--- config.mk ---
export PLATFORM = sky130hd
export DESIGN_NAME = vec_operand_loader
export DESIGN_NICKNAME = d
export VERILOG_FILES = /design/src/rtl/vec_pkg.sv /design/src/rtl/vec_elem_counter.sv /design/src/rtl/vec_operand_loader.sv
export SDC_FILE = /design/constraint.sdc
export NUM_CORES = 1
export LEC_CHECK = 0
export CELL_PAD_IN_SITES_DETAIL_PLACEMENT = 0
export CELL_PAD_IN_SITES_GLOBAL_PLACEMENT = 1
export CORE_MARGIN = 2
export CORE_UTILIZATION = 35
export CTS_CLUSTER_SIZE = 25
export DETAILED_ROUTE_END_ITERATION = 8
export PLACE_DENSITY_LB_ADDON = 0.1
export REMOVE_ABC_BUFFERS = 1
export SETUP_SLACK_MARGIN = 0.3
export SLEW_MARGIN = 30
export SYNTH_ARGS = -nofsm -noshare
export SYNTH_HDL_FRONTEND = slang
export SYNTH_SLANG_ARGS = --single-unit
--- constraint.sdc ---
create_clock -name clk -period 1.9 [get_ports clk]
set_input_delay 0.19 -clock clk [delete_from_list [all_inputs] [get_ports clk]]
set_output_delay 0.19 -clock clk [all_outputs]
set_load 0.005 [all_outputs]
--- src/rtl/vec_pkg.sv ---
// -----------------------------------------------------------------------------
// vec_pkg
// Definitions shared by the vector add/sub datapath blocks: the default
// element width and vector length, the opcode encodings, the operand-loader
// state encoding, and a helper that sizes element index counters.
// This package has no ports.
// -----------------------------------------------------------------------------
package vec_pkg;

    localparam int DEF_ELEM_W = 8;
    localparam int DEF_VLEN   = 4;

    localparam logic OP_ADD = 1'b0;
    localparam logic OP_SUB = 1'b1;

    typedef enum logic [1:0] {
        LOAD_V1 = 2'd0,
        LOAD_V2 = 2'd1,
        ISSUE   = 2'd2
    } ld_state_e;

    // Index counter width. A single-element vector still needs a 1-bit index.
    function automatic int idx_width(input int vlen);
        return (vlen > 1) ? $clog2(vlen) : 1;
    endfunction

endpackage

--- src/rtl/vec_elem_counter.sv ---
// -----------------------------------------------------------------------------
// vec_elem_counter
// Wrapping element index counter, 0..VLEN-1. It is shared by the operand
// loader and the result-side unloader.
//
// Ports:
//   clk   in  : clock
//   rst   in  : synchronous active-high reset, which clears idx to 0
//   inc   in  : advance idx; it wraps to 0 after VLEN-1
//   clear in  : force idx to 0; takes priority over inc
//   idx   out : current element index
//   last  out : idx == VLEN-1
// -----------------------------------------------------------------------------
module vec_elem_counter
    import vec_pkg::*;
#(
    parameter  int VLEN  = DEF_VLEN,
    localparam int IDX_W = idx_width(VLEN)
) (
    input  logic             clk,
    input  logic             rst,
    input  logic             inc,
    input  logic             clear,
    output logic [IDX_W-1:0] idx,
    output logic             last
);

    logic [IDX_W-1:0] idx_q;
    logic [IDX_W-1:0] idx_d;

    assign last = (idx_q == IDX_W'(VLEN - 1));
    assign idx  = idx_q;

    always_comb begin
        // NOTE: assign a default first, so that every path through the block
        // drives idx_d and no latch is inferred.
        idx_d = idx_q;
        if (clear) begin
            idx_d = '0;
        end else if (inc) begin
            idx_d = last ? '0 : idx_q + IDX_W'(1);
        end
    end

    // NOTE: clocked state uses non-blocking assignments only. Every flop then
    // samples pre-edge values, whatever order the blocks are evaluated in.
    always_ff @(posedge clk) begin
        if (rst) begin
            idx_q <= '0;
        end else begin
            idx_q <= idx_d;
        end
    end

endmodule

--- src/rtl/vec_operand_loader.sv ---
// -----------------------------------------------------------------------------
// vec_operand_loader
// Takes a serial stream of elements and packs it into two VLEN-element operand
// vectors plus an opcode. The complete bundle is then offered to the vector ALU
// stage under a valid/ready handshake.
//
// Optional feature: define VEC_LOADER_ABORT_EN to add the in_abort port. In_abort
// discards a partially loaded bundle.
//
// Ports:
//   clk, rst      : clock and synchronous active-high reset
//   in_valid/in_ready/in_data : element stream handshake and element value
//   in_op         : opcode, sampled only with vec1 element 0
//   in_abort      : (VEC_LOADER_ABORT_EN only) drops the partial bundle
//   out_valid/out_ready : bundle handshake towards the ALU stage
//   out_vec1/out_vec2   : packed vectors; element i at [i*ELEM_W +: ELEM_W]
//   out_opcode    : opcode of the bundle
//   issued_cnt    : bundles handed off, modulo 2^16
// -----------------------------------------------------------------------------
module vec_operand_loader
    import vec_pkg::*;
#(
    parameter int ELEM_W = DEF_ELEM_W,
    parameter int VLEN   = DEF_VLEN
) (
    input  logic                   clk,
    input  logic                   rst,
    input  logic                   in_valid,
    output logic                   in_ready,
    input  logic [ELEM_W-1:0]      in_data,
    input  logic                   in_op,
`ifdef VEC_LOADER_ABORT_EN
    input  logic                   in_abort,
`endif
    output logic                   out_valid,
    input  logic                   out_ready,
    output logic [VLEN*ELEM_W-1:0] out_vec1,
    output logic [VLEN*ELEM_W-1:0] out_vec2,
    output logic                   out_opcode,
    output logic [15:0]            issued_cnt
);

    localparam int IDX_W = idx_width(VLEN);

    ld_state_e              state_q, state_d;
    logic [VLEN*ELEM_W-1:0] vec1_q, vec1_d;
    logic [VLEN*ELEM_W-1:0] vec2_q, vec2_d;
    logic                   opcode_q, opcode_d;
    logic [15:0]            cnt_q, cnt_d;

    logic [IDX_W-1:0] idx;
    logic             idx_last;
    logic             accept;
    logic             handoff;
    logic             abort_hit;

    assign accept  = in_valid && in_ready;
    assign handoff = out_valid && out_ready;

`ifdef VEC_LOADER_ABORT_EN
    // Abort has no effect in ISSUE. A complete bundle is always delivered.
    assign abort_hit = in_abort && (state_q != ISSUE);
`else
    assign abort_hit = 1'b0;
`endif

    vec_elem_counter #(.VLEN(VLEN)) u_idx (
        .clk   (clk),
        .rst   (rst),
        .inc   (accept),
        .clear (abort_hit),
        .idx   (idx),
        .last  (idx_last)
    );

    // State register.
    always_ff @(posedge clk) begin
        if (rst) begin
            state_q <= LOAD_V1;
        end else begin
            state_q <= state_d;
        end
    end

    // Next-state logic.
    always_comb begin
        state_d = state_q;
        unique case (state_q)
            LOAD_V1: begin
                if (abort_hit)             state_d = LOAD_V1;
                else if (accept && idx_last) state_d = LOAD_V2;
            end
            LOAD_V2: begin
                if (abort_hit)             state_d = LOAD_V1;
                else if (accept && idx_last) state_d = ISSUE;
            end
            ISSUE: begin
                if (handoff) state_d = LOAD_V1;
            end
            default: state_d = LOAD_V1;
        endcase
    end

    // Output logic. No bypass: in_ready stays low for all of ISSUE.
    always_comb begin
        out_valid = (state_q == ISSUE);
`ifdef VEC_LOADER_ABORT_EN
        in_ready  = (state_q != ISSUE) && !in_abort;
`else
        in_ready  = (state_q != ISSUE);
`endif
    end

    // Element storage, opcode capture and handoff counter. The decode is a
    // loop over elements rather than a variable part-select. It yields one
    // write enable per element slot.
    always_comb begin
        vec1_d   = vec1_q;
        vec2_d   = vec2_q;
        opcode_d = opcode_q;
        cnt_d    = cnt_q;
        if (accept) begin
            for (int i = 0; i < VLEN; i++) begin
                if (idx == IDX_W'(i)) begin
                    if (state_q == LOAD_V1) vec1_d[i*ELEM_W +: ELEM_W] = in_data;
                    else                    vec2_d[i*ELEM_W +: ELEM_W] = in_data;
                end
            end
            if (state_q == LOAD_V1 && idx == '0) opcode_d = in_op;
        end
        if (handoff) cnt_d = cnt_q + 16'd1;
    end

    // NOTE: the vector registers are reset even though their contents matter
    // only in ISSUE. The outputs must read zero out of reset, which rules out
    // leaving them unreset as plain memory.
    always_ff @(posedge clk) begin
        if (rst) begin
            vec1_q   <= '0;
            vec2_q   <= '0;
            opcode_q <= OP_ADD;
            cnt_q    <= '0;
        end else begin
            vec1_q   <= vec1_d;
            vec2_q   <= vec2_d;
            opcode_q <= opcode_d;
            cnt_q    <= cnt_d;
        end
    end

    assign out_vec1   = vec1_q;
    assign out_vec2   = vec2_q;
    assign out_opcode = opcode_q;
    assign issued_cnt = cnt_q;

endmodule

==> qor.yml <==
clock_tree:
  insertion_delay_ns: 0.35
  cts_max_path_buffers: 2
  cts.htree.levels: 3
  cts_inserted_buffers: 9
  cts_tree: "yes"
  holdBufCountCts: 0
  cts.sinks: 85
  cts.clk_slew.worst_paths_ns: 0.09
  clock-root-buffer: "clkbuf_8"
synth:
  syn_area_per_cell_um2: 8.81
  yosysMostFrequentCell: "nand2_1"
  synth_common_cells: "95 x nand2_1, 85 x dfxtp_1, 46 x a21oi_1"
  synth_edf_count: 0
  synthFlopType: "dfxtp_1"
  ys_warn_count: 0
  yosys.area.top_type: "dfxtp_1"
  synthCells: 385
  ys_seq_elements: 85
  synth_cell_types: 37
  synthArstFlopShare: 0
  netlist_area_um2: 3390
  yosys.area.top_type_share: 0.502
  yosysSeqAreaShare: 0.502
  synthTopCellsByArea: "dfxtp_1 50%, nand2_1 11%, mux2i_1 7.1%"
die:
  rows: 35
  fp.dieW_um: 102
  io_pins: 96
  start_util: 0.364
  die_h_um: 102
  die_area_um2: 10500
  core-area_um2: 9330
critical_path:
  worstPathCellList: "buf_4 > clkdlybuf4s50_1"
  crit_fanout: 5
  crit_type: "reg -> out"
  critPathSlowestCell: "clkdlybuf4s50_1"
  worstPathArrival_ns: 1.40
  cp.required_ns: 1.71
  cp-start-kind: "flip-flop"
  cpLargestDelayFamily: "buffers and inverters"
  slowest_delay_ns: 0.50
  crit_path_end_kind: "output pin"
  cp.buffers_inverters: 2
  startpoint: "issued_cnt[2]"
  reg2reg_from: "state_q[0]"
drt:
  drcViolationCount: 0
  post_drt_wl_per_cell_um: 14.4
  drt_pass1_iterations: 6
  dr.first_iter.drc_count: 89
  routed_wl_um: 8790
  ant_nets: 0
  viasPerCell: 4.74
  num_vias: 2895
status:
  status: "complete, no violations"
global_routing:
  grt_first_pass_wirelength_um: 14000
  grtUsageTotal: 0.176
  antenna_found_initial: 0
  grt_pass1_vias: 2754
  grt_start_max_net_pins: 41
  grt_overflow: 0
power_and_ir_drop:
  cellPowerDensity_nw_per_um2: 751
  peakVddDrop_mv: 0.359
  finalPower_mw: 3.55
  leakagePower_nw: 1.86
sta:
  min_period_over_period: 0.837
  worst_pin_slew_ns: 0.510
  fmax_mhz: 629
  slew_headroom: 0.659
  rsz0062_at_grt: "yes"
  tns_ns: 0
  skew_ns: 0.0107
  report.final.slew_viol_count: 0
  setup_viol: 0
  hold_viol_final: 0
  period_needed_ns: 1.59
finish:
  fill_cells: 939
  fin_nets: 496
  multi_input_comb_area_um2: 1560
  diodes: 0
  regArea_um2: 1710
  areaGrowthSynthToFinish_pct: 39.4
  drive_gt1_frac: 0.106
place:
  gp_congestion: 0.836
  place.port_buffers: 95
  hpwl_um: 6010
run:
  drv_cap: 0
hold_path:
  hp-start: "rst"
  hp-class: "in -> reg"
==> cell families after synthesis <==
family          Yosys count  synth area share
compound gates           50            0.0767
buf+inv                  32            0.0443
fa+ha+maj                 5            0.0184
flops                    85             0.502
xor+xnor                 11            0.0284
mux                      26            0.0775
simple gates            176             0.253
==> final timing paths <==
kind,endpoint,slack (ns),cells after the start
setup reg to reg,out_vec1[28],0.43,6
hold reg to reg,out_opcode,0.46,2
hold / removal,out_vec2[17],0.17,2
setup / recovery,issued_cnt[2],0.31,2
==> routing by layer <==
layer | up-vias | wire [um] | global-route usage
met1 | 1349 | 4180 | 0.244
met4 | 0 | 167 | 0.0779
li1 | 1449 | - | -
met3 | 15 | 475 | 0.0335
met2 | 82 | 3970 | 0.265
met5 | - | 0 | 0
==> through the flow <==
step	hold slack (ns)	util	cells	instance area (um^2)	setup slack, ns
after floorplan	0.259	-	358	3260	0.468
after global placement	0.442	0.475	590	4430	0.205
after detailed placement	0.447	0.475	590	4430	0.182
after CTS	0.154	0.502	608	4690	0.321
after global routing	0.166	0.507	611	4730	0.257
final	0.169	0.507	611	4730	0.310
==> cell type report <==
class	instances	area share
Timing Repair Buffer	109	0.222
Sequential cell	85	0.362
Clock inverter	4	0.0206
Inverter	5	0.00397
Multi-Input combinational cell	268	0.330
Tap cell	129	0.0341
Clock buffer	11	0.0278
==> timing repair <==
action                                  CTS  global route
setup buffers                             3             3
endpoints found under the setup margin    2            31
pin swaps                                 0             1
gates cloned                              0             0
gates resized for setup                   7             6
==> state kept, by name (all words and copies together) (netlist names) <==
name	cells
out_vec1	32
out_opcode	1
issued_cnt	16
state_q	2
out_vec2	32
u_idx.idx	2
==> placed cells by master, fill, tap and decap left out, drive strengths merged <==
master	n
mux2	2
inv	5
xor2	4
clkdlybuf4s50	92
clkinvlp	1
or2b	1
nor2	41
nand3	8
nor3b	2
buf	15
a21oi	46
dlygate4sd2	2
nand4	7
nor4	4
nor3	5
or3	2
nand3b	1
dfxtp	85
bufinv	3
o22a	1
a21o	1
and2	4
a31o	1
nand2	95
and3b	1
nand4b	2
and3	1
nor2b	2
mux2i	24
xnor2	7
o21ai	1
clkbuf	11
ha	5
==> power by group <==
| group | switching, mW | internal, mW |
|---|---|---|
| clock network | 0.628 | 0.868 |
| logic | 0.133 | 0.102 |
| registers | 0.0164 | 1.81 |
| total | 0.777 | 2.78 |
Note: power is estimated with default switching activity, not from simulation.
